<file path="config.mk">
export PLATFORM = sky130hd
export DESIGN_NAME = seg7_scan_driver
export DESIGN_NICKNAME = d
export VERILOG_FILES = /design/src/rtl/seg7_scan_driver.sv
export SDC_FILE = /design/constraint.sdc
export NUM_CORES = 1
export LEC_CHECK = 0
export CAP_MARGIN = 10
export CORE_UTILIZATION = 45
export CTS_CLUSTER_DIAMETER = 80
export DETAILED_ROUTE_END_ITERATION = 12
export PLACE_DENSITY_LB_ADDON = 0.1
export RECOVER_POWER = 100
export REMOVE_ABC_BUFFERS = 1
export SKIP_LAST_GASP = 1
export SLEW_MARGIN = 20
export SYNTH_ARGS = -nofsm -noshare
export SYNTH_HDL_FRONTEND = slang
export SYNTH_SLANG_ARGS = --single-unit
</file>
<file path="constraint.sdc">
create_clock -name clk -period 2.05 [get_ports clk]
set_input_delay 0.3075 -clock clk [delete_from_list [all_inputs] [get_ports clk]]
set_output_delay 0.3075 -clock clk [all_outputs]
set_load 0.005 [all_outputs]
</file>
<file path="src/rtl/seg7_scan_driver.sv">
// Time-multiplexed 4-digit 7-segment scan driver with a tear-free shadow/active frame buffer.
// All outputs decode registered state; a new frame is committed only at the end of digit 3.
module seg7_scan_driver #(
  parameter int SCAN_PERIOD = 100000,
  parameter int CNT_W       = 17
) (
  input  logic        clk,
  input  logic        rst,
  input  logic        load,
  input  logic [15:0] hex,
  input  logic [3:0]  points,
  input  logic [3:0]  blank,
  output logic [3:0]  digit_val,
  output logic        le,
  output logic        point,
  output logic [3:0]  anode,
  output logic [1:0]  digit_idx,
  output logic        pending,
  output logic        frame_tick
);

  logic [CNT_W-1:0] cnt_q, cnt_d;
  logic [1:0]       idx_q, idx_d;
  logic [15:0]      act_hex_q, act_hex_d;
  logic [3:0]       act_points_q, act_points_d;
  logic [3:0]       act_blank_q, act_blank_d;
  logic [15:0]      sh_hex_q, sh_hex_d;
  logic [3:0]       sh_points_q, sh_points_d;
  logic [3:0]       sh_blank_q, sh_blank_d;
  logic             pending_q, pending_d;

  logic last_cnt;
  logic frame_end;

  always_comb begin
    last_cnt  = (cnt_q == CNT_W'(SCAN_PERIOD - 1));
    frame_end = last_cnt && (idx_q == 2'd3);

    cnt_d        = last_cnt ? '0 : cnt_q + CNT_W'(1);
    idx_d        = last_cnt ? idx_q + 2'd1 : idx_q;
    act_hex_d    = act_hex_q;
    act_points_d = act_points_q;
    act_blank_d  = act_blank_q;
    sh_hex_d     = sh_hex_q;
    sh_points_d  = sh_points_q;
    sh_blank_d   = sh_blank_q;
    pending_d    = pending_q;

    if (load) begin
      sh_hex_d    = hex;
      sh_points_d = points;
      sh_blank_d  = blank;
      pending_d   = 1'b1;
    end

    // A load landing on the frame boundary bypasses the shadow so it is not delayed a whole frame.
    if (frame_end) begin
      if (load) begin
        act_hex_d    = hex;
        act_points_d = points;
        act_blank_d  = blank;
      end else if (pending_q) begin
        act_hex_d    = sh_hex_q;
        act_points_d = sh_points_q;
        act_blank_d  = sh_blank_q;
      end
      pending_d = 1'b0;
    end
  end

  always_ff @(posedge clk) begin
    if (rst) begin
      cnt_q        <= '0;
      idx_q        <= 2'd0;
      act_hex_q    <= 16'h0000;
      act_points_q <= 4'b0000;
      act_blank_q  <= 4'b1111;
      sh_hex_q     <= 16'h0000;
      sh_points_q  <= 4'b0000;
      sh_blank_q   <= 4'b0000;
      pending_q    <= 1'b0;
    end else begin
      cnt_q        <= cnt_d;
      idx_q        <= idx_d;
      act_hex_q    <= act_hex_d;
      act_points_q <= act_points_d;
      act_blank_q  <= act_blank_d;
      sh_hex_q     <= sh_hex_d;
      sh_points_q  <= sh_points_d;
      sh_blank_q   <= sh_blank_d;
      pending_q    <= pending_d;
    end
  end

  // The first cycle of each digit keeps all anodes off to hide the segment change.
  always_comb begin
    anode      = (cnt_q == '0) ? 4'b1111 : ~(4'b0001 << idx_q);
    digit_val  = act_hex_q[{idx_q, 2'b00} +: 4];
    le         = act_blank_q[idx_q];
    point      = act_points_q[idx_q] & ~act_blank_q[idx_q];
    digit_idx  = idx_q;
    pending    = pending_q;
    frame_tick = frame_end;
  end

endmodule

</file>
== Yosys cells after proc, flatten, opt, wreduce, memory -nomap -nowiden ==
Index checks and enable logic that the tools add are counted.

* Bits of input ports: 27
* Output and inout bits: 14
* Register bits: 68
* Logic and storage cells: 36

* Add/subtract/negate cells: 2
* Bitwise gates (word level): 3
* Multiplexer cells: 11
* $lt $le $gt $ge: 1
* Shift-type cells: 2
* Reduce and logical (&&, ||, !) cells: 6
* Equality and inequality tests: 2

{| class="wikitable"
|+ Operators by type and width
! cell !! number
|-
| 16-bit two-way mux || 2
|-
| 4-bit two-way mux || 5
|-
| 17-bit by 1-bit adder with 17-bit output (second input constant) || 1
|-
| 17-bit equality test (second input constant) || 1
|-
| 17-bit logical NOT || 1
|-
| 16-bit by 5-bit indexed part select with 4-bit output || 1
|-
| 1-bit binary-select mux with 2-bit select || 2
|-
| 4-bit NOT || 1
|-
| 2-bit OR reduction || 2
|-
| 1-bit by 2-bit << shifter with 4-bit output (first input constant) || 1
|-
| 2-bit by 3-bit < comparator with 1-bit output (second input constant) || 1
|-
| 2-bit by 1-bit adder with 2-bit output (second input constant) || 1
|-
| 2-bit equality test (second input constant) || 1
|-
| 1-bit two-way mux || 2
|-
| 2-bit AND reduction || 1
|-
| 2-bit nonzero test || 1
|-
| 1-bit bitwise AND || 1
|-
| 1-bit logical AND || 1
|-
| 1-bit NOT || 1
|}

== Longest topological paths before layout ==
* Word-level depth: 4
* Mapped depth: 9
* Mapped depth without buffers: 5

== Worst setup path before layout ==
OpenSTA, ideal clock, no wires.

* Path type: register to register
* From: register cnt_q[0]
* To: register act_hex_q[10]
* Cell stages (with the launch flop): 10
* Path buffers: 4
* Required time: 1.929 ns
* Data arrival time: 2.134 ns
* Period minus slack after synthesis: 2.255 ns
* Path slack: -0.205 ns
* Setup time: 0.121 ns
* Cells stage by stage: dfxtp_1 > ha_1 > buf_2 > nand4_1 > or3_1 > buf_2 > or3_1 > buf_6 > buf_8 > mux2_4

* Longest elaborated chain between the ends: 3

{| class="wikitable"
|+ RTL lines
! item !! line !! text
|-
| start: declaration || 22 || <nowiki>logic [CNT_W-1:0] cnt_q, cnt_d;</nowiki>
|-
| start signal: assignment || 83 || <nowiki>cnt_q <= cnt_d;</nowiki>
|-
| 17-bit equality test || 36 || <nowiki>last_cnt = (cnt_q == CNT_W'(SCAN_PERIOD - 1));</nowiki>
|-
| 1-bit logical AND || 37 || <nowiki>frame_end = last_cnt && (idx_q == 2'd3);</nowiki>
|-
| 2-bit AND reduction (no source line) || - ||
|-
| end signal: assignment || 85 || <nowiki>act_hex_q <= act_hex_d;</nowiki>
|-
| end: declaration || 24 || <nowiki>logic [15:0] act_hex_q, act_hex_d;</nowiki>
|}

No other way between the ends.
A chain may end at the register's enable or synchronous reset.

== Worst setup path after layout ==
* From: register cnt_q[1]
* To: register act_hex_q[8]

The elaborated chain is that of the path after synthesis.

==> impl_metrics.json <==
{
  "wl_per_cell_um": 14.8,
  "ys_seq_area_share_pct": 45.0,
  "die-height_um": 84.0,
  "utilization_pct": 65.3,
  "drt-total-wl_um": 6940,
  "clk_pin_slew_ns": 0.07,
  "synth-xor-area-share_pct": 3.76,
  "drv_cap": 0,
  "yosysWarnings": 0,
  "hp-class": "in -> reg",
  "finalMaxSlewViolations": 0,
  "reg2reg_slack_ns": -0.01,
  "place_congestion": 0.841,
  "syn-instance-count": 299,
  "hold_path_depth": 3,
  "cts_hold_buffers": 0,
  "place_area_um2": 3750,
  "tritoncts": "yes",
  "clock_latency_ns": 0.34,
  "netlist_top_cells_area": "dfxtp_1, mux2i_1, mux2_4",
  "synthesis.area_um2": 3030,
  "fin_ws_ns": -0.0139,
  "io_buffers": 40,
  "num_vias": 2396,
  "cp.arrival_ns": 2.28,
  "reg2reg_from": "cnt_q[1]",
  "final_nets": 422,
  "min_period_ns": 2.06,
  "critPathCaptureType": "flip-flop",
  "synth_top_family_by_area": "multiplexers",
  "setup_viol": 17,
  "drive_gt1_share_pct": 30.0,
  "setup_tns_ns": -0.0809,
  "dr.pass1.iters": 8,
  "power_leakage_nw": 1.76,
  "synth_compound_area_share_pct": 2.40,
  "min_from": "rst",
  "rsz0062_at_grt": "yes",
  "synthMuxAreaShare_pct": 21.8,
  "slew-limit-headroom_pct": 51.9,
  "synth-seq-cells": 68,
  "cts.sinks": 68,
  "pin_count": 41,
  "hpwlAfterDp_um": 4120,
  "drt_iter0_drc": 107,
  "power_density_nw_per_um2": 659,
  "cts_made_buffers": 9,
  "htree_levels": 3,
  "die_area_um2": 7060,
  "core_area_um2": 6420,
  "antenna_found_initial": 0,
  "grt_pass1_vias": 2363,
  "synthToLayoutAreaGrowth_pct": 38.6,
  "holdPathEnd": "sh_blank_q[1]",
  "finalPower_w": 0.00276,
  "viasPerCell": 5.10,
  "status": "complete, but fails checks",
  "cts.path.max_buffers": 2,
  "worst_setup_path_start_kind": "flip-flop",
  "synth.top_cell.area_share_pct": 45.0,
  "yosys.area_share.simple_pct": 20.5,
  "r2r-end": "act_hex_q[8]",
  "globalRouteOverflowTotal": 0,
  "rows": 29,
  "critPathKind": "reg -> reg",
  "tightest_slew_ns": 0.721,
  "root_buffer": "clkbuf_8",
  "drc": 4,
  "yosysTopAreaCell": "dfxtp_1",
  "synth_fa_ha_area_share_pct": 2.48,
  "avgSynthCellArea_um2": 10.1,
  "violations": "design-rule violations, negative setup slack",
  "start_util_pct": 47.1,
  "hold_viol": 0,
  "grt_max_degree": 58,
  "stdcell_area_um2": 4200,
  "post-route-period-util_pct": 101,
  "yosys.cell_types.count": 30,
  "grt_pass1_wl_um": 11200,
  "critPathMaxFanout": 6,
  "vdd_drop_max_mv": 0.450,
  "die_x_um": 84.0,
  "ant_nets": 0,
  "fmax_ghz": 0.485,
  "grt_usage_pct": 20.2,
  "critPathRequiredTime_ns": 2.27,
  "insertedDiodeCount": 0,
  "reg2reg_depth": 7,
  "finClkSkew_ns": 0.0118
}
## cell families (layout without fill, tap and decap cells)
| logic type | after synthesis | count (layout) |
|---|---|---|
| buf+inv | 25 | 119 |
| simple gates | 123 | 123 |
| xor+xnor | 13 | 13 |
| flops | 68 | 68 |
| compound gates | 14 | 14 |
| mux | 50 | 50 |
| fa+ha+maj | 6 | 6 |
## worst max path at each step
stage / depth (start not counted) / slack (ns) / endpoint / startpoint
2_1_floorplan: 5 / -0.43 / act_hex_q[10] / cnt_q[0]
3_3_place_gp: 5 / -0.09 / frame_tick / cnt_q[0]
3_5_place_dp: 5 / -0.10 / frame_tick / cnt_q[0]
4_1_cts: 5 / -0.15 / frame_tick / cnt_q[0]
5_1_grt: 9 / -0.11 / anode[2] / cnt_q[1]
6_report: 7 / -0.01 / act_hex_q[8] / cnt_q[1]
## cell usage after synthesis
cell type	number
xnor2_1	7
nor3_1	6
buf_2	3
nand2b_1	4
dfxtp_1	68
inv_1	7
and4_1	1
nor4_1	9
clkbuf_1	12
nor2b_1	21
buf_8	1
nand2_1	11
or3_1	4
mux4_2	6
and2_1	1
o21ai_0	5
or4_1	3
nand4_1	6
nor4b_1	1
xor2_1	6
nor2_1	46
o21bai_1	1
a21oi_1	8
mux2i_1	24
mux2_2	4
nand3_2	1
ha_1	6
mux2_4	16
nand3_1	9
buf_6	2
## final cells by class
type                            instances  area (um^2)
Clock buffer                           10          128
Clock inverter                          5         77.6
Fill cell                             517         2230
Inverter                                7         31.3
Multi-Input combinational cell        206         1640
Sequential cell                        68         1370
Tap cell                               77         96.3
Timing Repair Buffer                   97          857
## cells in the final DEF, fill, tap and decap left out, types with 6 or more instances in the layout
cell type        Yosys  layout
a21oi_1              8       7
nor2_1              46      46
mux2_4              16      16
clkdlybuf4s50_1      0      27
nand4_1              6       6
clkbuf_2             0       6
nor2b_1             21      21
buf_4                0      42
nand2_1             11       9
clkbuf_8             0       9
nor4_1               9       8
dfxtp_1             68      65
mux4_2               6       6
xnor2_1              7       7
mux2i_1             24      24
nand3_1              9       9
xor2_1               6       6
## flip-flops by register name (all words and copies together) (netlist names)
name,count
cnt_q,17
act_hex_q,16
sh_hex_q,16
act_blank_q,4
act_points_q,4
sh_blank_q,4
sh_points_q,4
digit_idx,2
pending,1
## stage by stage
step | instances | hold slack, ns | setup WS (ns)
3_3_place_gp | 438 | 0.472 | -0.0858
6_report | 470 | 0.410 | -0.0139
5_1_grt | 470 | 0.417 | -0.112
4_1_cts | 469 | 0.412 | -0.154
3_5_place_dp | 438 | 0.489 | -0.102
2_1_floorplan | 281 | 0.377 | -0.431
## power by group
| part | switching [W] | total [W] | leakage, nW | internal (W) |
|---|---|---|---|---|
| logic | 0.000106 | 0.000239 | 1.11 | 0.000133 |
| registers | 0.0000126 | 0.00137 | 0.555 | 0.00136 |
| clock network | 0.000482 | 0.00116 | 0.102 | 0.000674 |
| total | 0.000601 | 0.00276 | 1.76 | 0.00216 |
## worst max-delay path, stage by stage (launching register included)
cell and delay (ns):
dfxtp_4 0.37, ha_4 0.14, buf_6 0.09, nand4_1 0.11
or3_4 0.37, or3_4 0.41, buf_12 0.17, mux2_4 0.29
## routing by layer
layer	track usage, %	vias to the layer above	part of all wire, %	routed length (um)
met5	0	-	0	0
met4	6.58	0	1.9	129
met3	6.23	15	3.9	271
met2	34.8	47	50	3480
met1	23.9	1130	44	3060
li1	-	1204	-	-
## timing repair
action                     in CTS  in global routing
resized for setup              37                 27
pin swaps                       9                  9
buffers inserted               14                  4
cloned                          2                  0
hold endpoints to repair        0                  0
setup endpoints to repair      31                 34
Power figures use the tool's default switching activity.
